## src/rtl/strscan_accel.sv

```systemverilog
// String-scan accelerator: fetches a NUL-terminated string over Avalon-MM, reports its length.
// Define STRSCAN_MATCH_COUNT_EN to add the TARGET register and MATCH_CNT byte counter.
module strscan_accel #(
  parameter int unsigned LEN_W = 16
) (
  input  logic        clk,
  input  logic        reset_n,
  input  logic [2:0]  avs_address,
  input  logic        avs_read,
  input  logic        avs_write,
  input  logic [31:0] avs_writedata,
  output logic [31:0] avs_readdata,
  output logic [31:0] avm_address,
  output logic        avm_read,
  input  logic        avm_waitrequest,
  input  logic [31:0] avm_readdata,
  input  logic        avm_readdatavalid,
  output logic        irq
);

  typedef enum logic [2:0] {StIdle, StReq, StWait, StScan, StDone} state_e;

  state_e            state_q, state_d;
  logic              irq_en_q, done_q, trunc_q;
  logic [31:0]       src_q, ptr_q, word_q, rdata_q;
  logic [1:0]        off_q;
  logic [LEN_W-1:0]  max_q, max_job_q, len_q;
  logic              start, busy;
  logic [LEN_W-1:0]  scan_len;
  logic              scan_term, scan_trunc;
  logic [31:0]       csr_mux;
`ifdef STRSCAN_MATCH_COUNT_EN
  logic [7:0]        target_q, tgt_job_q;
  logic [LEN_W-1:0]  mcnt_q, scan_mcnt;
`endif

  assign start        = avs_write && (avs_address == 3'd0) && avs_writedata[0];
  assign busy         = (state_q == StReq) || (state_q == StWait) || (state_q == StScan);
  assign avm_read     = (state_q == StReq);
  assign avm_address  = ptr_q;
  assign avs_readdata = rdata_q;
  assign irq          = done_q & irq_en_q;

  // Walk bytes offset..3; a NUL ends the string, hitting the job's length limit truncates.
  always_comb begin
    scan_len   = len_q;
    scan_term  = 1'b0;
    scan_trunc = 1'b0;
`ifdef STRSCAN_MATCH_COUNT_EN
    scan_mcnt  = mcnt_q;
`endif
    for (int i = 0; i < 4; i++) begin
      if (!scan_term && (i >= int'(off_q))) begin
        if (word_q[8*i +: 8] == 8'h00) begin
          scan_term = 1'b1;
        end else begin
          scan_len = scan_len + 1'b1;
`ifdef STRSCAN_MATCH_COUNT_EN
          if (word_q[8*i +: 8] == tgt_job_q) scan_mcnt = scan_mcnt + 1'b1;
`endif
          if (scan_len == max_job_q) begin
            scan_term  = 1'b1;
            scan_trunc = 1'b1;
          end
        end
      end
    end
  end

  always_comb begin
    state_d = state_q;
    case (state_q)
      StIdle:  if (start) state_d = (max_q == '0) ? StDone : StReq;
      StReq:   if (!avm_waitrequest) state_d = StWait;
      StWait:  if (avm_readdatavalid) state_d = StScan;
      StScan:  state_d = scan_term ? StDone : StReq;
      StDone:  state_d = StIdle;
      default: state_d = StIdle;
    endcase
  end

  always_comb begin
    csr_mux = 32'd0;
    case (avs_address)
      3'd0:    csr_mux = {30'd0, irq_en_q, 1'b0};
      3'd1:    csr_mux = {29'd0, trunc_q, done_q, busy};
      3'd2:    csr_mux = src_q;
      3'd3:    csr_mux = 32'(max_q);
      3'd4:    csr_mux = 32'(len_q);
`ifdef STRSCAN_MATCH_COUNT_EN
      3'd5:    csr_mux = {24'd0, target_q};
      3'd6:    csr_mux = 32'(mcnt_q);
`endif
      default: csr_mux = 32'd0;
    endcase
  end

  always_ff @(posedge clk) begin
    if (!reset_n) begin
      state_q   <= StIdle;
      irq_en_q  <= 1'b0;
      done_q    <= 1'b0;
      trunc_q   <= 1'b0;
      src_q     <= '0;
      ptr_q     <= '0;
      word_q    <= '0;
      rdata_q   <= '0;
      off_q     <= '0;
      max_q     <= '0;
      max_job_q <= '0;
      len_q     <= '0;
`ifdef STRSCAN_MATCH_COUNT_EN
      target_q  <= '0;
      tgt_job_q <= '0;
      mcnt_q    <= '0;
`endif
    end else begin
      state_q <= state_d;
      rdata_q <= avs_read ? csr_mux : 32'd0;
      if (avs_write) begin
        case (avs_address)
          3'd0: irq_en_q <= avs_writedata[1];
          3'd1: if (avs_writedata[1]) begin
            done_q  <= 1'b0;
            trunc_q <= 1'b0;
          end
          3'd2: src_q <= avs_writedata;
          3'd3: max_q <= avs_writedata[LEN_W-1:0];
`ifdef STRSCAN_MATCH_COUNT_EN
          3'd5: target_q <= avs_writedata[7:0];
`endif
          default: ;
        endcase
      end
      case (state_q)
        StIdle: if (start) begin
          len_q     <= '0;
          done_q    <= 1'b0;
          trunc_q   <= 1'b0;
          ptr_q     <= {src_q[31:2], 2'b00};
          off_q     <= src_q[1:0];
          max_job_q <= max_q;
`ifdef STRSCAN_MATCH_COUNT_EN
          mcnt_q    <= '0;
          tgt_job_q <= target_q;
`endif
        end
        StWait: if (avm_readdatavalid) word_q <= avm_readdata;
        StScan: begin
          len_q <= scan_len;
`ifdef STRSCAN_MATCH_COUNT_EN
          mcnt_q <= scan_mcnt;
`endif
          if (scan_term) begin
            trunc_q <= scan_trunc;
          end else begin
            ptr_q <= ptr_q + 32'd4;
            off_q <= 2'd0;
          end
        end
        default: ;
      endcase
      // Completion takes priority over a simultaneous STATUS clear.
      if ((state_d == StDone) && (state_q != StDone)) done_q <= 1'b1;
    end
  end

endmodule

```

## config.mk

```make
export PLATFORM = sky130hd
export DESIGN_NAME = strscan_accel
export DESIGN_NICKNAME = d
export VERILOG_FILES = /design/src/rtl/strscan_accel.sv
export SDC_FILE = /design/constraint.sdc
export NUM_CORES = 1
export LEC_CHECK = 0
export CORE_AREA = 2 2 149 151
export CTS_BUF_LIST = sky130_fd_sc_hd__clkbuf_4 sky130_fd_sc_hd__clkbuf_8 sky130_fd_sc_hd__clkbuf_16
export DETAILED_ROUTE_END_ITERATION = 7
export DIE_AREA = 0 0 151 153
export GPL_ROUTABILITY_DRIVEN = 0
export MAX_ROUTING_LAYER = met4
export PLACE_DENSITY = 0.81
export SYNTH_ARGS = -nofsm -noshare
export SYNTH_HDL_FRONTEND = slang
export SYNTH_SLANG_ARGS = --single-unit
export TNS_END_PERCENT = 20
```

## constraint.sdc

```tcl
create_clock -name clk -period 17.38 [get_ports clk]
set_clock_uncertainty 0.15 [all_clocks]
set_input_delay 4.345 -clock clk [delete_from_list [all_inputs] [get_ports clk]]
set_output_delay 4.345 -clock clk [all_outputs]
set_load 0.02 [all_outputs]
```

==> results of run 1 <==
[logic make-up (layout without fill, tap and decap cells)]
logic type | count (synthesis) | after routing
xor gates and xnor gates | 154 | 154
AOI/OAI and AO/OA | 433 | 433
DFF | 182 | 182
muxes | 29 | 29
adders and majority gates | 5 | 5
other | 1 | 2
and+or+nand+nor | 711 | 711
buffers and inverters | 143 | 203
[cell usage after synthesis, types with 18 or more instances]
cell	count	area share, %
a21oi_1	166	6.5
a31oi_1	47	2.3
and2_1	26	1.3
and3_1	27	1.3
buf_2	18	0.71
clkbuf_1	85	2.5
dfxtp_1	182	29
mux2i_1	22	1.7
nand2_1	298	8.8
nand3_1	55	2.2
nor2_1	133	3.9
nor3_1	34	1.3
nor4_1	27	1.3
o21ai_0	36	1.4
xnor2_1	103	7.1
xor2_1	40	2.7
[routing by layer]
| metal | vias to the layer above | share of wire [%] | routed length, um | track usage [%] |
|---|---|---|---|---|
| li1 | 6081 | - | - | - |
| met1 | 6153 | 39 | 16500 | 47.3 |
| met2 | 838 | 43 | 18100 | 53.1 |
| met3 | 192 | 11 | 4490 | 8.06 |
| met4 | 0 | 6.8 | 2870 | 21.5 |
| met5 | - | 0 | 0 | - |
[worst reg2reg max path: cells and delay by family, from the launching register on]
kind / cells / cell delay, ns
flip-flops: 1 / 0.35
AND/OR/NAND/NOR: 9 / 3.23
multiplexers: 2 / 0.47
buffers and inverters: 3 / 0.81
XOR/XNOR: 5 / 1.09
AO/OA/AOI/OAI: 7 / 1.77
adder cells (fa/ha/maj): 2 / 1.04
[through the flow]
| step | worst slack (ns) | std cells | utilization [%] | hold slack, ns | cell area [um2] |
|---|---|---|---|---|---|
| 2_1_floorplan | 10.31 | 1659 | - | 0.286 | 12800 |
| 3_3_place_gp | 8.93 | 1967 | 65.4 | 0.292 | 14000 |
| 3_5_place_dp | 8.57 | 1967 | 65.4 | 0.297 | 14000 |
| 4_1_cts | 8.56 | 1999 | 68.2 | 0.308 | 14700 |
| 5_1_grt | 7.74 | 1999 | 68.2 | 0.322 | 14700 |
| 6_report | 8.32 | 1999 | 68.2 | 0.306 | 14700 |
[how the worst min path moves through the flow]
stage | start | endpoint | slack (ns) | depth (start not counted)
6_report | word_q[15]$_SDFFE_PN0P_ | word_q[15]$_SDFFE_PN0P_ | 0.31 | 2
5_1_grt | word_q[27]$_SDFFE_PN0P_ | word_q[27]$_SDFFE_PN0P_ | 0.32 | 2
4_1_cts | word_q[15]$_SDFFE_PN0P_ | word_q[15]$_SDFFE_PN0P_ | 0.31 | 2
3_5_place_dp | word_q[15]$_SDFFE_PN0P_ | word_q[15]$_SDFFE_PN0P_ | 0.30 | 2
3_3_place_gp | word_q[10]$_SDFFE_PN0P_ | word_q[10]$_SDFFE_PN0P_ | 0.29 | 2
2_1_floorplan | word_q[11]$_SDFFE_PN0P_ | word_q[11]$_SDFFE_PN0P_ | 0.29 | 2
[where the power goes]
part / leakage (nW) / switching [W] / internal, W / total (W)
clock: 0.298 / 0.000185 / 0.000221 / 0.000405
sequential: 1.47 / 0.00000349 / 0.000420 / 0.000423
combinational: 3.03 / 0.0000267 / 0.0000234 / 0.0000500
total: 4.79 / 0.000215 / 0.000664 / 0.000879
[state kept, by name, summed over array words and instances, names as in the netlist, 2 cells and up]
signal        flops
avm_address      30
state_q           3
avs_readdata     32
src_q            32
off_q             2
max_job_q        16
len_q            16
max_q            16
word_q           32
[layout make-up]
cell class / count / area, um2
Multi-Input combinational cell: 1334 / 8490
Fill cell: 1770 / 6830
Sequential cell: 182 / 3640
Timing Repair Buffer: 154 / 1500
Clock buffer: 18 / 433
Tap cell: 280 / 350
Clock inverter: 14 / 174
Inverter: 17 / 66.3
==> impl_metrics.py, run 1 <==
metrics = {
    "route": {
        "drtIter0Drc": 1500,
        "drc": 0,
        "wl_per_cell_um": 21.0,
        "vias_per_cell": 6.64,
        "first_pass_iters": 5,
        "vias": 13300,
        "ant_nets": 0,
        "wl_mm": 42.0,
    },
    "global_route": {
        "track_usage_pct": 36.9,
        "antenna_found_initial": 0,
        "overflow": 0,
        "grt_pass1_vias": 12300,
        "grt_first_pass_wirelength_mm": 65.8,
        "grt_start_max_net_pins": 87,
    },
    "synthesis": {
        "ys.warnings.count": 0,
        "ys_ff_latch": 182,
        "synth-edff-count": 0,
        "netlist_instances": 1658,
        "synth.area.mux_share_pct": 2.52,
        "synth-async-reset-ratio_pct": 0,
        "syn_avg_cell_area_um2": 7.70,
        "yosys.area_share.adder_pct": 0.490,
        "synthFlopType": "dfxtp_1",
        "synth-simple-area-share_pct": 27.5,
        "synth_area_mm2": 0.0128,
        "synth_compound_area_share_pct": 24.4,
        "synth_top_family_by_area": "simple AND/OR/NAND/NOR gates",
        "ys_seq_area_share_pct": 28.5,
        "synth.distinct_cells": 105,
        "synth_xor_area_share_pct": 11.5,
    },
    "layout": {
        "final_nets": 1784,
        "final_common_cell": "nand2_1",
        "area_growth_pct": 14.7,
        "layout_common_cells": "nand2_1 (298), dfxtp_1 (182), a21oi_1 (166)",
        "drive_gt1_share_pct": 8.55,
        "insertedDiodeCount": 0,
    },
    "cts": {
        "cts_resized": 0,
        "cts_max_level": 4,
        "cts_made_buffers": 17,
        "clock_insertion_delay_worst_skew_ns": 0.43,
        "cts_tree": "done",
        "path_clk_slew_ns": 0.08,
        "hold_buffers": 0,
        "post_cts_buffers": 0,
        "clock_sinks": 182,
        "cts_root_buffer": "clkbuf_16",
        "cts.path.max_buffers": 2,
    },
    "floorplan": {
        "rows": 54,
        "core_mm2": 0.0215,
        "io_pins": 139,
        "die_y_um": 153,
        "die_area_mm2": 0.0231,
        "initial_core_util_pct": 59.5,
        "chipWidth_um": 151,
    },
    "sta": {
        "grt_setup_unrepaired": "no",
        "tightest_slew_ns": 1.20,
        "maxSlewHeadroom_pct": 19.9,
        "fmax_ghz": 0.110,
        "fin_crit_sh_pct": 52.2,
        "finalSetupTns_ns": 0,
        "drv_slew": 0,
        "final_hold_viol_count": 0,
        "setup_viol": 0,
        "min_period_ns": 9.06,
    },
    "worst_setup_path": {
        "timing.critical_path.mode_cell": "xnor2_1",
        "crit_required_ns": 17.50,
        "timing.rr.end": "avm_address[5]$_SDFFE_PN0P_",
        "worst-path-max-fanout": 30,
        "start_kind": "flop",
        "crit_type": "reg2reg",
        "rr_worst_depth": 28,
        "critPathTopFamily": "simple AND/OR/NAND/NOR gates",
        "crit_cells": 28,
        "endpoint": "avm_address[5]$_SDFFE_PN0P_",
        "reg2reg_setup_slack_ns": 8.32,
        "max_stage_delay_ns": 0.74,
        "arrival_ns": 9.19,
        "worstReg2RegStart": "word_q[4]$_SDFFE_PN0P_",
        "end_kind": "flop",
        "crit_slowest_cell": "nor4_4",
        "crit_start": "word_q[4]$_SDFFE_PN0P_",
        "crit_buf_inv": 3,
    },
    "pwr": {
        "ir_worst_vdd_v": 0.0000624,
        "p_per_area_mw_per_mm2": 59.9,
        "p_total_w": 0.000879,
        "p_leak_nw": 4.79,
    },
    "status": {
        "outcome": "finished, final reports clean",
    },
    "job": {
        "cap_viol_max_count": 0,
    },
    "placement": {
        "hpwl_mm": 30.3,
        "port_buffers": 136,
    },
    "min_path": {
        "hp-class": "reg2reg",
    },
}
(Power assumes the default switching activity.)
==> run 2, diff against run 1 <==
- CORE_AREA: 2 2 149 151 -> 2 2 152 154
- DIE_AREA: 0 0 151 153 -> 0 0 154 156
- PLACE_DENSITY: 0.81 -> 0.78
- clock period: 17.38 -> 8.9 ns (I/O delays scaled with it)
==> impl_metrics.py, run 2 (synthesis gave the netlist of run 1 again) <==
metrics = {
    "status": {
        "outcome": "finished, violations left",
        "violations": "DRC",
    },
    "floorplan": {
        "die_y_um": 156,
        "initial_core_util_pct": 57.1,
        "die_area_mm2": 0.0240,
        "core_mm2": 0.0224,
        "io_pins": 139,
        "chipWidth_um": 154,
        "rows": 55,
    },
    "global_route": {
        "overflow": 0,
        "grt_first_pass_wirelength_mm": 66.0,
        "antenna_found_initial": 0,
        "grt_start_max_net_pins": 103,
        "grt_pass1_vias": 12300,
        "track_usage_pct": 35.2,
    },
    "sta": {
        "maxSlewHeadroom_pct": 24.3,
        "final_hold_viol_count": 0,
        "drv_slew": 0,
        "fin_crit_sh_pct": 91.1,
        "min_period_ns": 8.11,
        "grt_setup_unrepaired": "no",
        "fmax_ghz": 0.123,
        "tightest_slew_ns": 1.13,
        "finalSetupTns_ns": 0,
        "setup_viol": 0,
    },
    "worst_setup_path": {
        "crit_start": "off_q[1]$_SDFFE_PN0P_",
        "end_kind": "flop",
        "max_stage_delay_ns": 0.64,
        "crit_type": "reg2reg",
        "crit_slowest_cell": "a21oi_2",
        "arrival_ns": 8.28,
        "worst-path-max-fanout": 29,
        "crit_buf_inv": 4,
        "timing.critical_path.mode_cell": "buf_4",
        "worstReg2RegStart": "off_q[1]$_SDFFE_PN0P_",
        "start_kind": "flop",
        "crit_required_ns": 9.08,
        "critPathTopFamily": "compound AO/OA/AOI/OAI gates",
    },
    "cts": {
        "post_cts_buffers": 0,
        "cts_made_buffers": 17,
        "cts_resized": 0,
        "cts_max_level": 4,
        "cts_tree": "done",
        "cts_root_buffer": "clkbuf_16",
        "clock_sinks": 182,
        "hold_buffers": 0,
        "cts.path.max_buffers": 2,
        "clock_insertion_delay_worst_skew_ns": 0.43,
        "path_clk_slew_ns": 0.08,
    },
    "layout": {
        "fillCellCount": 1870,
        "layout_common_cells": "nand2_1 (298), dfxtp_1 (182), a21oi_1 (166)",
        "final_common_cell": "nand2_1",
        "area_growth_pct": 15.4,
        "utilization_pct": 65.9,
        "drive_gt1_share_pct": 9.13,
        "final_nets": 1795,
        "insertedDiodeCount": 0,
    },
    "route": {
        "wl_per_cell_um": 20.9,
        "vias": 13300,
        "wl_mm": 42.1,
        "ant_nets": 0,
        "first_pass_iters": 8,
        "drc": 1,
        "drtIter0Drc": 1814,
        "vias_per_cell": 6.62,
    },
    "placement": {
        "port_buffers": 136,
        "hpwl_mm": 30.8,
    },
    "pwr": {
        "ir_worst_vdd_v": 0.000132,
        "p_per_area_mw_per_mm2": 115,
        "p_leak_nw": 4.85,
    },
    "min_path": {
        "hp-class": "reg2reg",
        "min_from": "word_q[16]$_SDFFE_PN0P_",
    },
    "job": {
        "cap_viol_max_count": 0,
    },
}
==> run 2: cell types whose count changed in the layout (fill, tap and decap cells not counted) <==
cell,previous run,this run
clkinv_4,1,3
bufinv_16,2,1
inv_6,6,2
buf_4,18,29
clkbuf_8,0,2
clkbuf_4,1,0
clkinv_8,0,1
inv_8,4,5
==> run 2: metrics by stage <==
| step | setup WS (ns) | cells | total power (W) | cell area, um2 | hold slack, ns |
|---|---|---|---|---|---|
| after detailed placement | 1.05 | 1983 | 0.000943 | 14100 | 0.298 |
| final | 0.791 | 2015 | 0.00170 | 14700 | 0.307 |
| after floorplan | 1.83 | 1659 | 0.000892 | 12800 | 0.286 |
| after global routing | 0.325 | 2015 | 0.00174 | 14700 | 0.324 |
| after global placement | 1.19 | 1983 | 0.000942 | 14100 | 0.293 |
| after CTS | 1.00 | 2015 | 0.00170 | 14700 | 0.309 |
==> run 2: area by class of cell <==
class / count / area [um2] / area share (%)
clock buffers: 19 / 453 / 3.07
clock inverters: 13 / 154 / 1.04
inverters: 17 / 66.3 / 0.450
multi-input cells: 1334 / 8490 / 57.6
flip-flops and latches: 182 / 3640 / 24.7
well taps: 285 / 357 / 2.42
repair buffers: 165 / 1580 / 10.7
==> run 2: worst reg2reg max path, delay by kind of cell, from the launching register on <==
family	cells	cell delay, ns
buf+inv	4	0.96
flops	1	0.40
mux	2	0.32
fa+ha+maj	2	0.76
xor+xnor	3	0.61
compound gates	10	2.67
simple gates	7	2.17
==> run 2: where the power goes <==
group | internal [W] | switching [W]
clock network | 0.000416 | 0.000355
registers | 0.000820 | 0.00000651
logic | 0.0000460 | 0.0000533
total | 0.00128 | 0.000415
==> run 2: worst paths after layout <==
kind	to	slack, ns	depth (start not counted)
min reg2reg	word_q[16]$_SDFFE_PN0P_	0.31	2
min	word_q[16]$_SDFFE_PN0P_	0.31	2
max reg2reg	avm_address[30]$_SDFFE_PN0P_	0.79	28
max	avm_address[30]$_SDFFE_PN0P_	0.79	28
==> run 2: metal layers <==
layer | wire (um) | up-vias | GRT usage (%)
met2 | 18500 | 890 | 52.7
met3 | 4700 | 171 | 6.75
met1 | 16900 | 6188 | 47.0
met4 | 1890 | 0 | 14.0
met5 | 0 | - | -
li1 | - | 6084 | -
==> edit, RTL diff (flow settings as in run 2) <==
The option `STRSCAN_MATCH_COUNT_EN` is turned on by a define.
--- a/src/rtl/strscan_accel.sv
+++ b/src/rtl/strscan_accel.sv
@@ -1,4 +1,6 @@
 // String-scan accelerator: fetches a NUL-terminated string over Avalon-MM, reports its length.
 // Define STRSCAN_MATCH_COUNT_EN to add the TARGET register and MATCH_CNT byte counter.
+`define STRSCAN_MATCH_COUNT_EN
+
 module strscan_accel #(
   parameter int unsigned LEN_W = 16
Check against the original RTL: not equivalent (Yosys sat finds a counterexample within 4 cycles, from zero or initial values and one cycle with reset_n low).
==> edit against run 2 <==
- die area unchanged
- area after synthesis grew 21%
- worst hold slack gained 0.0091 ns
- setup slack got worse by 0.14 ns
- combinational power up 9.8%
- sequential cell count up 32
- global-route usage increased by 7.8 points
- power grew 28%
- non-clock buffer count is 9 lower
- design area grew 20%
- maximum frequency down 1.7%
- synthesized cell count rose by 23%
- wire length grew 23%
- highest routed layer unchanged
==> edit: results (changes against run 2) <==
Run status: complete, no violations (was complete, but fails checks)
Clock latency at the later pin of the worst-skew pair: 0.55 ns (was 0.43 ns)
Largest net degree at the start of global routing: 83 (was 103)
Switch share: 0.227 (was 0.244)
Post-Place Worst Slack: 0.818 ns (was 1.05 ns)
Layout cell share with drive strength beyond 1: 0.0736 (was 0.0913)
Worst EP arrival: 8.49 ns (was 8.28 ns)
Synth Flop Type: dfxtp_1 (unchanged)
Peak VDD IR: 0.000153 V (was 0.000132 V)
Port Buffers: 136 (unchanged)
Post-DP HPWL: 37.2 mm (was 30.8 mm)
Mean Syn Cell Area: 7.59 sq um (was 7.70 sq um)
Drt wl/cell: 21.7 um (was 20.9 um)
Gr usage total: 0.430 (was 0.352)
Initial antenna violation count: 0 (unchanged)
TritonRoute pass-1 iters: 8 (unchanged)
Flop2flop setup slack: 0.65 ns (was 0.79 ns)
Number of global-route vias before repair: 15200 (was 12300)
Placed cells: 2346 (was 1983)
Final hold slack: 0.316 ns (was 0.307 ns)
DR vias: 16400 (was 13300)
H-tree Lvls: 1 (was 4)
Delay-heaviest family, CP: simple AND/OR/NAND/NOR gates (was compound AO/OA/AOI/OAI gates)
Fin nets: 2169 (was 1795)
Achievable Freq: 121 MHz (was 123 MHz)
First-pass GRT wire length: 81.3 mm (was 66.0 mm)
Max Root-Sink Buffers: 3 (was 2)
Synth top cells by count: nand2_1, dfxtp_1, a21oi_1 (unchanged)
Slowest cell delay on critical path: 0.79 ns (was 0.64 ns)
Worst-path clk slew: 0.06 ns (was 0.08 ns)
Synth area leaders: dfxtp_1, nand2_1, xnor2_1 (unchanged)
Seq/Total Area, Yosys: 0.276 (was 0.285)
Antenna diode count: 0 (unchanged)
Distinct cells, synth: 107 (was 105)
Leak pwr: 5.81 nW (was 4.85 nW)
Synth warn: 0 (unchanged)
Max FO, Critical Path: 43 (was 29)
Final Non-Filler Cells: 2390 (was 2015)
1st-iter DRT viols: 1981 (was 1814)
Critical path's slowest cell: nor4_4 (was a21oi_2)
Max-slew headroom: 0.172 (was 0.243)
CTS Buf Count: 24 (was 17)
Synth async-reset ratio: 0 (unchanged)
==> edit: worst paths after layout <==
kind,start,endpoint,cells after the start
worst max-delay path,word_q[4],avm_address[18],26
worst min-delay path,src_q[20],src_q[20],2
worst max register to register,word_q[4],avm_address[18],26
worst min register to register,src_q[20],src_q[20],2
==> edit: metrics by stage <==
step | utilization | instance area (sq um) | power (mW)
2_1_floorplan | - | 15500 | 1.04
3_3_place_gp | 0.751 | 16800 | 1.10
3_5_place_dp | 0.751 | 16800 | 1.10
4_1_cts | 0.791 | 17700 | 2.17
5_1_grt | 0.791 | 17700 | 2.22
6_report | 0.791 | 17700 | 2.17
==> edit: worst min-delay path, cell delays in order (launching register included) <==
cell and delay (ns):
dfxtp_1 0.32, nand2_1 0.05, a21oi_1 0.05
==> edit: cells by family after synthesis <==
| logic type | after synthesis | share of synthesized area |
|---|---|---|
| and+or+nand+nor | 890 | 0.289 |
| AOI/OAI and AO/OA | 499 | 0.215 |
| xor gates and xnor gates | 222 | 0.135 |
| DFF | 214 | 0.276 |
| buffers and inverters | 161 | 0.0442 |
| muxes | 47 | 0.0321 |
| adders and majority gates | 11 | 0.00863 |
| other | 1 | 0.000242 |
==> edit: power by group through the flow <==
stage	Sequential [mW]	Combinational, mW	Clock [mW]
2_1_floorplan	0.994	0.0502	0
6_report	0.974	0.109	1.09
3_5_place_dp	0.995	0.105	0
3_3_place_gp	0.994	0.104	0
5_1_grt	0.974	0.115	1.13
4_1_cts	0.973	0.106	1.09
==> edit: cell type report <==
| type | instances | area, sq um |
|---|---|---|
| fill | 1628 | 4680 |
| multi-input combinational | 1671 | 10600 |
| clock buffer | 31 | 691 |
| clock inverter | 13 | 196 |
| tap | 285 | 357 |
| sequential | 214 | 4280 |
| timing repair buffer | 156 | 1510 |
| inverter | 20 | 77.6 |
==> edit: what timing repair did <==
action	4_1_cts	5_1_grt
hold buffers	0	0
buffers inserted	0	0
gates resized for setup	0	1
setup endpoints to repair	0	3
==> edit: routing by layer <==
metal	share of wire	routed length [um]	GRT usage	vias up
li1	-	-	-	7416
met1	0.39	20100	0.538	7550
met2	0.43	22400	0.650	1124
met3	0.11	5870	0.0931	276
met4	0.065	3370	0.236	0
met5	0	0	-	-
